## config.mk

```make
export PLATFORM = sky130hd
export DESIGN_NAME = spi_slave_mode
export DESIGN_NICKNAME = d
export VERILOG_FILES = /design/src/rtl/spi_slave_mode.sv
export SDC_FILE = /design/constraint.sdc
export NUM_CORES = 1
export LEC_CHECK = 0
export CAP_MARGIN = 10
export CORE_UTILIZATION = 30
export CTS_BUF_LIST = sky130_fd_sc_hd__clkbuf_4 sky130_fd_sc_hd__clkbuf_8
export CTS_CLUSTER_DIAMETER = 100
export DETAILED_ROUTE_END_ITERATION = 16
export PLACE_DENSITY_LB_ADDON = 0.12
export SLEW_MARGIN = 20
export SYNTH_ARGS = -nofsm -noshare
export SYNTH_HDL_FRONTEND = slang
export SYNTH_SLANG_ARGS = --single-unit
export TNS_END_PERCENT = 20
```

## constraint.sdc

```tcl
create_clock -name sysClk -period 3.5 [get_ports sysClk]
set_input_delay 0.7 -clock sysClk [delete_from_list [all_inputs] [get_ports sysClk]]
set_output_delay 0.7 -clock sysClk [all_outputs]
set_load 0.03 [all_outputs]
```

## src/rtl/spi_slave_mode.sv

```systemverilog
// SPI slave for all four CPOL/CPHA modes: synchronised pins, one-entry TX holding buffer,
// back-to-back words, underrun and frame-error strobes.
//
// state | meaning
// IDLE  | deselected, miso_oe low, waiting for cs_n to fall
// LOAD  | one cycle: shifter takes the holding buffer (or default); CPHA=0 also drives bit 0
// SHIFT | selected; sample edges shift mosi in, drive edges shift miso out
module spi_slave_mode #(
  parameter int                    DATA_WIDTH  = 8,
  parameter bit                    CPOL        = 1'b0,
  parameter bit                    CPHA        = 1'b0,
  parameter bit                    LSB_FIRST   = 1'b0,
  parameter int                    SYNC_STAGES = 2,
  parameter logic [DATA_WIDTH-1:0] DEFAULT_TX  = DATA_WIDTH'(8'hFF)
) (
  input  logic                  sysClk,
  input  logic                  reset_n,
  input  logic                  spiClk,
  input  logic                  cs_n,
  input  logic                  mosi,
  output logic                  miso,
  output logic                  miso_oe,
  input  logic [DATA_WIDTH-1:0] tx_data,
  input  logic                  tx_valid,
  output logic                  tx_ready,
  output logic [DATA_WIDTH-1:0] rx_data,
  output logic                  rx_valid,
  output logic                  underrun,
  output logic                  frame_err
);

  localparam int CW = $clog2(DATA_WIDTH + 1);

  typedef enum logic [1:0] {IDLE, LOAD, SHIFT} state_t;

  state_t                  state_q, state_d;
  logic [SYNC_STAGES-1:0]  sclk_sync, cs_sync, mosi_sync;
  logic                    sclk_d, cs_d;
  logic                    sclk_s, cs_s, mosi_s;
  logic                    lead_edge, trail_edge, sample_edge, drive_edge;
  logic                    cs_fall, cs_rise;
  logic                    do_load, do_drive, do_sample, do_clear, word_end;
  logic                    buf_full, word_done;
  logic [DATA_WIDTH-1:0]   buf_q, tx_shift, rx_shift, load_word;
  logic [CW-1:0]           bit_cnt;

  function automatic logic first_bit(input logic [DATA_WIDTH-1:0] w);
    return LSB_FIRST ? w[0] : w[DATA_WIDTH-1];
  endfunction

  function automatic logic [DATA_WIDTH-1:0] shift_out(input logic [DATA_WIDTH-1:0] w);
    return LSB_FIRST ? (w >> 1) : (w << 1);
  endfunction

  // Sync flops reset to the idle pin levels so release from reset creates no false edge.
  always_ff @(posedge sysClk or negedge reset_n) begin
    if (!reset_n) begin
      sclk_sync <= {SYNC_STAGES{CPOL}};
      cs_sync   <= '1;
      mosi_sync <= '0;
      sclk_d    <= CPOL;
      cs_d      <= 1'b1;
    end else begin
      sclk_sync <= {sclk_sync[SYNC_STAGES-2:0], spiClk};
      cs_sync   <= {cs_sync[SYNC_STAGES-2:0], cs_n};
      mosi_sync <= {mosi_sync[SYNC_STAGES-2:0], mosi};
      sclk_d    <= sclk_sync[SYNC_STAGES-1];
      cs_d      <= cs_sync[SYNC_STAGES-1];
    end
  end

  assign sclk_s      = sclk_sync[SYNC_STAGES-1];
  assign cs_s        = cs_sync[SYNC_STAGES-1];
  assign mosi_s      = mosi_sync[SYNC_STAGES-1];
  assign lead_edge   = (sclk_d == CPOL) && (sclk_s != CPOL);
  assign trail_edge  = (sclk_d != CPOL) && (sclk_s == CPOL);
  assign sample_edge = CPHA ? trail_edge : lead_edge;
  assign drive_edge  = CPHA ? lead_edge : trail_edge;
  assign cs_fall     = cs_d & ~cs_s;
  assign cs_rise     = ~cs_d & cs_s;
  assign load_word   = buf_full ? buf_q : DEFAULT_TX;
  assign tx_ready    = ~buf_full;

  always_ff @(posedge sysClk or negedge reset_n) begin
    if (!reset_n) state_q <= IDLE;
    else          state_q <= state_d;
  end

  always_comb begin
    state_d   = state_q;
    do_load   = 1'b0;
    do_drive  = 1'b0;
    do_sample = 1'b0;
    do_clear  = 1'b0;
    word_end  = 1'b0;
    if (cs_rise) begin
      state_d  = IDLE;
      do_clear = 1'b1;
    end else begin
      case (state_q)
        IDLE: if (cs_fall) state_d = LOAD;
        LOAD: begin
          do_load  = 1'b1;
          do_drive = !CPHA;
          state_d  = SHIFT;
        end
        SHIFT: begin
          if (sample_edge) begin
            do_sample = 1'b1;
            word_end  = (bit_cnt == CW'(DATA_WIDTH - 1));
            do_load   = word_end;
          end else if (drive_edge) begin
            do_drive = 1'b1;
          end
        end
        default: state_d = IDLE;
      endcase
    end
  end

  always_ff @(posedge sysClk or negedge reset_n) begin
    if (!reset_n) begin
      buf_full  <= 1'b0;
      buf_q     <= '0;
      tx_shift  <= '0;
      rx_shift  <= '0;
      bit_cnt   <= '0;
      miso      <= 1'b0;
      miso_oe   <= 1'b0;
      word_done <= 1'b0;
      rx_data   <= '0;
      rx_valid  <= 1'b0;
      underrun  <= 1'b0;
      frame_err <= 1'b0;
    end else begin
      // Emptying on load comes first so a word accepted in the load cycle refills the buffer.
      if (do_load) buf_full <= 1'b0;
      if (tx_valid && !buf_full) begin
        buf_full <= 1'b1;
        buf_q    <= tx_data;
      end
      underrun  <= do_load && !buf_full;
      frame_err <= do_clear && (bit_cnt != '0);
      word_done <= word_end;
      rx_valid  <= word_done;
      if (word_done) rx_data <= rx_shift;

      if (do_clear) begin
        miso     <= 1'b0;
        miso_oe  <= 1'b0;
        bit_cnt  <= '0;
        rx_shift <= '0;
      end else begin
        if (state_q == LOAD) miso_oe <= 1'b1;
        if (do_load && do_drive) begin
          miso     <= first_bit(load_word);
          tx_shift <= shift_out(load_word);
        end else if (do_load) begin
          tx_shift <= load_word;
        end else if (do_drive) begin
          miso     <= first_bit(tx_shift);
          tx_shift <= shift_out(tx_shift);
        end
        if (do_sample) begin
          if (LSB_FIRST) rx_shift <= {mosi_s, rx_shift[DATA_WIDTH-1:1]};
          else           rx_shift <= {rx_shift[DATA_WIDTH-2:0], mosi_s};
          bit_cnt <= word_end ? '0 : bit_cnt + CW'(1);
        end
      end
    end
  end

endmodule

```

# Yosys cells after proc, flatten, opt, wreduce, memory -nomap -nowiden
# Index checks and enable logic that the tools add are counted.
# totals
word_cells	83
register_bits	53
in_bits	14
# classes
addsub	1
n_reduce_logical	17
n_eq_ne	6
muxes	33
n_bitwise	8
# ops
op	n
8-bit two-way mux	6
1-bit two-way mux	19
4-bit two-way mux	3
1-bit logical AND	6
1-bit NOT	6
2-bit one-hot mux with 3 select lines	1
2-bit AND reduction	3
2-bit nonzero test	3
3-bit nonzero test	2
4-bit by 1-bit adder with 4-bit output (second input constant)	1
4-bit by 3-bit == test with 1-bit output (second input constant)	1
2-bit two-way mux	2
1-bit one-hot mux with 2 select lines	2
4-bit nonzero test	1
3-bit by 1-bit != test with 1-bit output (second input constant)	1
3-bit != test (second input constant)	1
1-bit bitwise AND	2
2-bit by 1-bit == test with 1-bit output (second input constant)	1
2-bit == test (second input constant)	1
2-bit zero test	1
2-bit != test (second input constant)	1
1-bit zero test	1

# Logic depth before layout (Yosys ltp)
# logic_depth
depth_word	10
ltp_mapped	8
depth_no_buf	6

# Worst setup path after synthesis
# No wires, ideal clock.
# synth_path
kind	register -> register
from	reg state_q[0]
to	reg tx_shift[6]
slack_ps	1808
arrival_time_ps	1566
period_less_slack_ps	1692
setup_time_ps	126
t_required_ps	3374
n_path_buf	1
path_stages_with_launch	8
path_cell_list	dfrtp_1 inv_1 ha_1 buf_6 and3b_4 nand2_4 o31a_1 o32a_1
# synth_between
elab_chain_cells	6
elab_cells_between_ends	11
classes_between	eq/ne (2); mux (6); reduce/logical (3)
# synth_rtl
element	line	source
start: declaration	36	state_t state_q, state_d;
start signal: assignment	86	else state_q <= state_d;
2-bit == test / 2-bit by 1-bit == test with 1-bit output (equally long branches)	100	case (state_q)
1-bit one-hot mux with 2 select lines	100	
1-bit two-way mux	96	if (cs_rise) begin
1-bit logical AND	155	if (do_load && do_drive) begin
3-bit nonzero test (no source line)	-	
2-bit AND reduction (no source line)	-	
end signal: assignment	157	tx_shift <= shift_out(load_word);
end signal: assignment	159	tx_shift <= load_word;
end signal: assignment	162	tx_shift <= shift_out(tx_shift);
end: declaration	44	logic [DATA_WIDTH-1:0] buf_q, tx_shift, rx_shift, load_word;
# Parallel ways exist; a longest one is shown, timed or not.
# A chain may end at the register's enable or synchronous reset.

# Final worst setup path
# layout_path
from	reg buf_full
to	out tx_ready
# layout_between
elab_chain_cells	1
# layout_rtl
element	line	source
start: declaration	43	logic buf_full, word_done;
start signal: assignment	123	buf_full <= 1'b0;
start signal: assignment	137	if (do_load) buf_full <= 1'b0;
start signal: assignment	139	buf_full <= 1'b1;
1-bit NOT	82	assign tx_ready = ~buf_full;
end: declaration	25	output logic tx_ready,
# Every way passes these cells.

==> results.txt <==
Hold Crit Class -> in2async
area added between synthesis and finish -> 19.6%
WL met3 -> 139 um
Setup Skew -> 0.0175 ns
vias -> 1567
Seq/Total Area, Yosys -> 57.1%
Antenna Nets Post-Route -> 0
Crit path arrival time -> 1.79 ns
Achievable Freq -> 0.401 GHz
post-synth top area cell -> dfrtp_1
Synth top area share -> 53.7%
final WL -> 4390 um
pwr dens -> 667 mW/mm2
Sink Count -> 53
share of cells above drive strength 1 -> 15.0%
Clock Path Buffers -> 2
crit end category -> primary output
Post-synth EDFFs -> 0
CTS root buf -> clkbuf_8
Initial Utilization -> 31.6%
initial antenna violation count -> 0
most common cell in the synthesized netlist -> dfrtp_1
leakage -> 0.00118 uW
aggregate negative setup slack -> 0 ns
worst-path fanout max -> 13
CTS tree -> yes
WP data required -> 2.80 ns
Detail Route met2 WL -> 1990 um
Tcrit/Tclk final -> 71.2%
Worst VDD drop -> 0.224 mV
MaxCap Viol Count -> 0
post-layout min period -> 2.49 ns
Std-Cell Rows -> 31
commonest cells in the netlist -> dfrtp_1, nand2_1, nor2_1
All-Layer GR Usage -> 12.1%
global-route wire length before repair -> 7780 um
chip width -> 90.1 um
vias per inst -> 4.72
outcome -> completed
Synth cell types -> 37
Hold Buf Count CTS -> 0
Mapped Area -> 0.00233 mm2
Post-Syn Nets -> 227
ranking of synthesized cells by area -> dfrtp_1, mux2_2, dfstp_2, nand2_1, ha_1
H-tree levels -> 2
top_reg_cell synth -> dfrtp_1
Final HPWL DP -> 2970 um
largest net degree at the start of global routing -> 38
Chip Height -> 90.1 um
die area -> 0.00812 mm2
num ports -> 28
DP Area -> 0.00267 mm2
vias in the first global route -> 1517
clk slew on worst S/H paths -> 0.10 ns
residual DRC count -> 0
kind of critical path -> reg2out
endpoints failing hold -> 0
# Post-CTS Setup Buffers -> 0
Finished Cell Area -> 0.00279 mm2
Mean Syn Cell Area -> 11.3 um2
Synth Instances -> 207
FF+latch count, synth -> 53
Rel. slew slack -> 50.8%
yosys warns -> 0
Max Used Layer -> met4
ant diodes -> 0
core area -> 0.00737 mm2
Final Setup Violations -> 0
number of port buffers -> 27
GP Congestion -> 0.783
Max Slew Vio Count -> 0
actual slew at the worst max-slew pin -> 0.738 ns
GRT Residual Overflow -> 0
DRT met1 WL -> 2200 um
Layout Nets -> 252
CTS buffer count -> 5
Initial DRT Pass Iterations -> 4
Skew-Pair Late Insertion Delay -> 0.31 ns
async set-or-reset flop fraction in the synthesized netlist -> 100%
unrepaired setup endpoints after global routing -> no
initial drt markers -> 39
CP Launch Type -> flip-flop
post-CTS resize count -> 0
DR WL/cell -> 13.2 um
critical path, cell delays in order, from the launching register on:
cell	delay [ns]
dfrtp_1	0.44
inv_1	0.30
clkdlybuf4s50_1	0.74
stage by stage:
step                      total power (uW)  std cells  util (%)  hold slack, ns  worst slack (ns)
final                                 1860        332      37.8           0.294              1.01
after global routing                  1990        332      37.8           0.326             0.883
after global placement                1450        324      36.3           0.332              1.22
after CTS                             1890        332      37.8           0.310             0.980
after floorplan                       1290        207         -           0.331              1.81
after detailed placement              1460        324      36.3           0.340              1.24
report_power, final:
| group | switching [uW] | internal, uW | total (uW) |
|---|---|---|---|
| clock network | 210 | 215 | 425 |
| registers | 91.5 | 748 | 840 |
| logic | 325 | 269 | 594 |
| total | 627 | 1230 | 1860 |
placed cells by master (no fill, tap or decap), types with 2 or more instances in the layout:
cell type / instances
nand2_1: 21
o22a_1: 5
o21ai_0: 11
clkdlybuf4s50_1: 26
nor2b_1: 3
clkbuf_8: 5
nand3b_2: 2
nor2_1: 20
o22ai_1: 3
nor3_1: 6
nand2b_1: 5
nand3b_1: 2
inv_1: 8
dfrtp_1: 50
ha_1: 6
o311ai_0: 5
a21oi_1: 13
mux2_2: 16
dfstp_2: 3
sequential cells by signal, indices dropped and copies added (netlist names):
name / flops
rx_data: 8
buf_q: 8
miso_oe: 1
bit_cnt: 4
miso: 1
tx_shift: 8
mosi_sync: 2
underrun: 1
word_done: 1
sclk_sync: 2
cs_sync: 2
buf_full: 1
sclk_d: 1
rx_shift: 8
rx_valid: 1
cs_d: 1
frame_err: 1
state_q: 2
layout make-up:
class / instances / area [um2]
clock buffer: 5 / 68.8
tap: 99 / 124
multi-input combinational: 136 / 917
clock inverter: 3 / 43.8
timing repair buffer: 28 / 273
fill: 767 / 4580
inverter: 8 / 30.0
sequential: 53 / 1330
logic make-up after synthesis:
group	after synthesis	synth area share (%)
xor gates and xnor gates	1	0.376
AOI/OAI and AO/OA	46	13.3
muxes	17	8.16
adders and majority gates	6	3.22
and+or+nand+nor	66	14.3
DFF	53	57.1
buffers and inverters	18	3.54
metal layers:
layer	GRT usage, %	up-vias
li1	-	769
met1	16.8	766
met2	18.2	26
met3	3.05	6
met4	4.03	0
met5	0	-
final timing paths:
path                                        startpoint  cells after the start  slack (ns)                      end
max in group asynchronous                      reset_n                      2        2.37     cs_sync[1]$_DFF_PN1_
worst max register to register          cs_d$_DFF_PN1_                      6        1.33  tx_shift[3]$_DFFE_PN0P_
min in group sysClk             sclk_sync[0]$_DFF_PN0_                      0        0.36   sclk_sync[1]$_DFF_PN0_
worst max-delay path              buf_full$_DFFE_PN0P_                      2        1.01                 tx_ready
worst min register to register  sclk_sync[0]$_DFF_PN0_                      0        0.36   sclk_sync[1]$_DFF_PN0_
worst min-delay path                           reset_n                      1        0.29  tx_shift[2]$_DFFE_PN0P_
Note: power is estimated with default switching activity, not from simulation.
